===== src/rtl/ob_arb.sv =====
// ============================================================================
// Module   : ob_arb
// Purpose  : Output-port arbiter and packet forwarder. Grants one input
//            buffer at a time, acks its flits head through tail, forwards
//            them onto a registered output and honours downstream `full`.
// Options  : OB_ARB_RR_EN - round-robin arbitration (default: fixed priority,
//            lowest index wins).
// Revision : 1.0 - initial release
// ============================================================================
`default_nettype none

`ifndef PKTW
`define PKTW 9
`endif

module ob_arb #(
    parameter int NIN = 4
) (
    input  logic                       clk,
    input  logic                       rst,
    input  logic [NIN-1:0]             req,
    input  logic [NIN*(`PKTW+1)-1:0]   pkti,
    output logic [NIN-1:0]             ack,
    input  logic                       full,
    output logic [`PKTW:0]             pkto,
    output logic                       busy,
    output logic [7:0]                 pkt_cnt
);

    localparam int         FW          = `PKTW + 1;
    localparam int         GW          = (NIN > 1) ? $clog2(NIN) : 1;
    localparam logic [1:0] C_TYPE_TAIL = 2'b11;

    typedef enum logic [0:0] {
        IDLE = 1'b0,
        XFER = 1'b1
    } state_t;

    state_t          r_state;
    state_t          w_state_nxt;
    logic [GW-1:0]   r_gnt;
    logic [GW-1:0]   w_gnt_nxt;
    logic [GW-1:0]   w_winner;
    logic [FW-1:0]   w_flit;
    logic            w_take;
    logic            w_tail;
    logic            w_tail_fwd;

    // Flit currently presented by the granted buffer and its classification
    assign w_flit     = pkti[r_gnt*FW +: FW];
    assign w_take     = (r_state == XFER) && !full;
    assign w_tail     = (w_flit[FW-1 -: 2] == C_TYPE_TAIL);
    assign w_tail_fwd = w_take && w_tail;

`ifdef OB_ARB_RR_EN
    logic [GW-1:0] r_rr;

    // Round-robin pick: first set request searching upward from r_rr, wrapping.
    // Iterating from the far end down lets the nearest hit overwrite the rest.
    always_comb begin
        w_winner = r_rr;
        for (int i = NIN - 1; i >= 0; i--) begin
            if (req[(int'(r_rr) + i) % NIN]) begin
                w_winner = GW'((int'(r_rr) + i) % NIN);
            end
        end
    end

    // Pointer advances past the winner only once its tail has gone out
    always_ff @(posedge clk or posedge rst) begin
        if (rst) begin
            r_rr <= '0;
        end else if (w_tail_fwd) begin
            r_rr <= (r_gnt == GW'(NIN - 1)) ? '0 : r_gnt + GW'(1);
        end
    end
`else
    // Fixed priority pick: lowest-index set request wins
    always_comb begin
        w_winner = '0;
        for (int i = NIN - 1; i >= 0; i--) begin
            if (req[i]) begin
                w_winner = GW'(i);
            end
        end
    end
`endif

    // Ack only the granted buffer, and only when downstream can take the flit
    always_comb begin
        ack = '0;
        if (w_take) begin
            ack[r_gnt] = 1'b1;
        end
    end

    // Next state: grant on any request from IDLE, release after the tail
    always_comb begin
        w_state_nxt = r_state;
        w_gnt_nxt   = r_gnt;
        case (r_state)
            IDLE: begin
                if (|req) begin
                    w_state_nxt = XFER;
                    w_gnt_nxt   = w_winner;
                end
            end
            XFER: begin
                if (w_tail_fwd) begin
                    w_state_nxt = IDLE;
                end
            end
            default: begin
                w_state_nxt = IDLE;
            end
        endcase
    end

    // State and grant registers
    always_ff @(posedge clk or posedge rst) begin
        if (rst) begin
            r_state <= IDLE;
            r_gnt   <= '0;
        end else begin
            r_state <= w_state_nxt;
            r_gnt   <= w_gnt_nxt;
        end
    end

    // Output flit register: acked flit passes through, otherwise an idle flit
    always_ff @(posedge clk or posedge rst) begin
        if (rst) begin
            pkto <= '0;
        end else begin
            pkto <= w_take ? w_flit : '0;
        end
    end

    // Forwarded-packet counter, wraps naturally at 8 bits
    always_ff @(posedge clk or posedge rst) begin
        if (rst) begin
            pkt_cnt <= '0;
        end else if (w_tail_fwd) begin
            pkt_cnt <= pkt_cnt + 8'd1;
        end
    end

    assign busy = (r_state == XFER);

endmodule

`default_nettype wire


===== config.mk =====
export PLATFORM = sky130hd
export DESIGN_NAME = ob_arb
export DESIGN_NICKNAME = d
export VERILOG_FILES = /design/src/rtl/ob_arb.sv
export SDC_FILE = /design/constraint.sdc
export NUM_CORES = 1
export LEC_CHECK = 0
export ABC_AREA = 1
export CORE_MARGIN = 4
export CORE_UTILIZATION = 44
export CTS_CLUSTER_SIZE = 8
export DETAILED_ROUTE_END_ITERATION = 16
export PLACE_DENSITY_LB_ADDON = 0.12
export SLEW_MARGIN = 20
export SYNTH_ARGS = -nofsm -noshare
export SYNTH_HDL_FRONTEND = slang
export SYNTH_SLANG_ARGS = --single-unit

===== constraint.sdc =====
create_clock -name clk -period 1.8 [get_ports clk]
set_input_delay 0.27 -clock clk [delete_from_list [all_inputs] [get_ports clk]]
set_output_delay 0.27 -clock clk [all_outputs]
set_load 0.05 [all_outputs]

# ---- After elaboration in Yosys (flattened, before gate mapping)
# Cells that the tools add are included.
# W data, S select, Z words.
dict set report totals {
  regBits 21
  latch_bits 0
  mem_bits_rw 0
  rom_bits 0
  in_bits 47
  out_inout_bits 23
  wordCells 28
  n_memories 0
}
dict set report classes {
  addsub 1
  mul 1
  div 0
  n_lt_le_gt_ge 2
  n_eq_ne 1
  shift 1
  muxes 11
  bitwise_logic 1
  n_reduce_logical 6
}
# op n
set op_table {}
lappend op_table {{$shiftx A40 B7 Y10} 1}
lappend op_table {{$mux W10} 1}
lappend op_table {{$add A8 B1 Y8 const B} 1}
lappend op_table {{$mux W2} 4}
lappend op_table {{$mul A2 B3 Y5 const B} 1}
lappend op_table {{$mux W4} 1}
lappend op_table {{$reduce_or A4 Y1} 1}
lappend op_table {{$logic_and A1 B1 Y1} 3}
lappend op_table {{$lt A2 B3 Y1 const B} 1}
lappend op_table {{$mux W1} 3}
lappend op_table {{$demux W1 S2} 1}
lappend op_table {{$eq A2 B2 Y1 const B} 1}
lappend op_table {{$ge A2 B1 Y1 const B} 1}
lappend op_table {{$pmux W1 S2} 1}
lappend op_table {{$reduce_and A2 Y1} 1}
lappend op_table {{$logic_not A1 Y1} 1}
lappend op_table {{$not A1 Y1} 1}

# ---- Logic depth before layout (Yosys ltp)
dict set report logic_depth {
  depth_word 6
  ltp_mapped 9
  mapped_depth_nobuf 8
}

# ---- Worst setup path after synthesis
# OpenSTA, ideal clock, no wires.
dict set report synth_timing {
  path_kind {reg2out}
  startpoint {reg r_state (netlist: busy)}
  endpoint {out ack[0]}
  arrival_time_ns 2.270
  required_ns 1.530
  slack_ns -0.740
  stages_incl_launch_ff 6
  n_path_buf 1
  path_cell_list {dfrtp_1 inv_2 nor2_4 inv_2 buf_2 nor3_1}
}
dict set report synth_between {
  elab_chain_len 2
}
# item line
set synth_lines {}
lappend synth_lines {{start, declared} 39} ;# state_t r_state;
lappend synth_lines {{start signal, assigned} 125} ;# r_state <= w_state_nxt;
lappend synth_lines {{$logic_and A1 B1 Y1} 51} ;# assign w_take = (r_state == XFER) && !full;
lappend synth_lines {{$mux W4} 92} ;# if (w_take) begin
lappend synth_lines {{end, declared} 23} ;# output logic [NIN-1:0] ack,
# Every way passes these cells.

# ---- Final worst setup path
dict set report layout_timing {
  startpoint {reg pkto[4]}
  endpoint {out pkto[4]}
}
# item line
set layout_lines {}
lappend layout_lines {{start, declared} 25} ;# output logic [`PKTW:0] pkto,
lappend layout_lines {{start signal, assigned} 135} ;# pkto <= w_take ? w_flit : '0;
# No word-level cell between the ends.

==> flow_summary_export.csv <==
group,metric,value,unit
synth,synth-main-ff-cell,"dfrtp_1",
synth,avgSynthCellArea,8.21,um2
critical_path,cpPeakStageDelay,0.80,ns
critical_path,worst-path-buf-inv,1,
placed_design,port_buffers,69,
placed_design,gp_congestion,0.799,
pwr,ir_drop,0.684,mV
critical_path,crit_type,"flop to primary output",
critical_path,path_cells,"clkdlybuf4s50_1",
synth,synth_edf_count,0,
cts,tritoncts,"yes",
sta,fin_hold_ws,0.262,ns
detailed_routing,ant_nets,0,
finish,fin_nets,300,
sta,fin_setup_tns,0,ns
critical_path,cp-end-kind,"primary output",
synth,synth-seq-cells,21,
synth,netlist_top_cells_area,"dfrtp_1 36%, nand2_1 15%, nand3_1 9.2%",
hold_path,hp-class,"primary input to asynchronous set/reset pin",
sta,setup_viol,0,
detailed_routing,drc,0,
detailed_routing,vias,1498,
critical_path,r2r_slack,0.38,ns
synth,synth_top_area_share,35.7,%
finish,antenna_cells,0,
finish,fillCellCount,258,
placed_design,dpl.cell_count,291,
placed_design,hpwl,2.99,mm
cts,post_cts_resized,0,
cts,htreeDepth,1,
cts,cts_hold_buf,0,
pwr,leakage,0.00100,uW
pwr,p_per_area,1290,nW/um2
sta,skew,0.00369,ns
cts,postCtsSetupBuffers,0,
detailed_routing,vias_per_cell,5.08,
cts,cts_made_buffers,3,
synth,yosysMostFrequentCell,"nand2_1",
cts,clock-sinks,21,
critical_path,crit_fanout,1,
cts,clk_pin_slew,0.12,ns
grt,antenna_found_initial,0,
finish,layout-drive-gt1-share,23.9,%
synth,netlist_instances,179,
sta,max-slew-margin-rel,65.6,%
floorplan,die_x,65.8,um
critical_path,critPathSlowestCell,"clkdlybuf4s50_1",
cts,clock_path_buffers,2,
sta,period_minus_slack,1.74,ns
grt,grt_pass1_vias,1452,
sta,rsz0062_at_grt,"false",
sta,finalMaxSlewViolations,0,
sta,tightest_slew,0.514,ns
synth,syn-num-nets,227,
detailed_routing,first_pass_iters,4,
grt,overflow,0,
finish,fin_cells,295,
critical_path,critPathLaunchType,"flop",
detailed_routing,drtIter0Drc,70,
cts,root_buffer,"clkbuf_4",
detailed_routing,wirelength,3.94,mm
finish,area_growth,55.5,%
grt,gr-usage-all-layers,19.3,%
synth,synth-seq-area-share,35.7,%
run,maxCapViolations,0,
floorplan,core-area,3130,um2
synth,yosysWarnings,0,
synth,synth_area,1470,um2
floorplan,rows,20,
cts,clk_latency,0.32,ns
synth,synth_commonest_cells,"58 x nand2_1, 27 x nand3_1, 21 x dfrtp_1",
grt,grt_pass1_wl,6.49,mm
detailed_routing,wl_per_cell,13.3,um
sta,hold_violations,0,
status,status,"finished clean",
synth,ys_types,26,
synth,yosys.area.top_type,"dfrtp_1",
floorplan,die_area,4330,um2
critical_path,critical_path_arrival,1.47,ns
critical_path,worstPathRequired,1.53,ns
critical_path,critPathTopFamily,"buffers and inverters",
floorplan,dieHeight,65.8,um
floorplan,boundaryPins,70,
synth,ys_async_sr_fraction,100,%
sta,max_freq,574,MHz
sta,finalCritPeriodShare,96.8,%
grt,grt_max_degree,22,
floorplan,start_util,47.0,%
## sequential cells by signal, indices dropped and copies added, names as in the netlist
name and cells:
pkt_cnt 8, r_gnt 2, pkto 10, busy 1
## area by class of cell
| class | count | area, um2 | share of cell area (%) |
|---|---|---|---|
| Timing Repair Buffer | 76 | 758 | 33.2 |
| Clock inverter | 1 | 5.00 | 0.219 |
| Sequential cell | 21 | 527 | 23.0 |
| Multi-Input combinational cell | 135 | 857 | 37.5 |
| Clock buffer | 3 | 22.5 | 0.985 |
| Tap cell | 44 | 55.1 | 2.41 |
| Inverter | 15 | 61.3 | 2.68 |
## report_power, final
group          internal (uW)  switching (uW)  total (uW)
sequential               612             109         721
clock                   83.3             156         239
combinational            672            1320        1990
## metrics by stage
stage,total power [uW],utilization [%],worst slack (ns),instance area [um2]
finish,2950,73.1,0.0571,2290
global route,3140,73.1,0.0103,2290
CTS,2970,73.1,0.0399,2290
detailed placement,2730,72.2,0.216,2260
global placement,2700,72.2,0.228,2260
floorplan,2190,-,0.00297,1530
## metal layers
layer  up-vias  part of all wire (%)  global-route usage [%]
li1        749                     -                       -
met1       702                    42                    22.1
met2        43                    52                    37.2
met3         4                   4.9                    2.55
met4         0                  0.94                    4.66
met5         -                     0                       0
## logic make-up after synthesis
kind of cell | after synthesis | synth area share [%]
adder cells (fa/ha/maj) | 1 | 0.851
XOR/XNOR | 1 | 0.596
AO/OA/AOI/OAI | 14 | 11.0
buffers and inverters | 23 | 9.02
flip-flops | 21 | 35.7
AND/OR/NAND/NOR | 119 | 42.8
## worst paths after layout
check,start,to,depth (start not counted)
setup / recovery,pkto[4],pkto[4],1
min in group clk,pkti[6],pkto[6],3
hold reg to reg,busy,busy,2
setup reg to reg,r_gnt[0],pkt_cnt[6],8
max in group asynchronous,rst,busy,3
hold / removal,rst,pkt_cnt[1],3
## layout by cell type, fill, tap and decap left out, types with 2 or more instances in the layout
cell             netlist  final
nand4_1                6      6
nand2_2                3      3
clkdlybuf4s50_1        0     55
nand2_1               58     58
buf_4                  0     17
buf_12                 1      4
nor3_4                 0      4
nand3b_1               2      2
nor2_1                 3      3
nand3_1               27     27
a41oi_2                8      8
inv_4                  1      2
inv_1                 11     11
nand3_2                8      8
inv_2                  3      2
nor2_4                 3      3
clkbuf_4               0      3
dfrtp_1               21     20
o21ai_0                4      4
(Power assumes the default switching activity.)
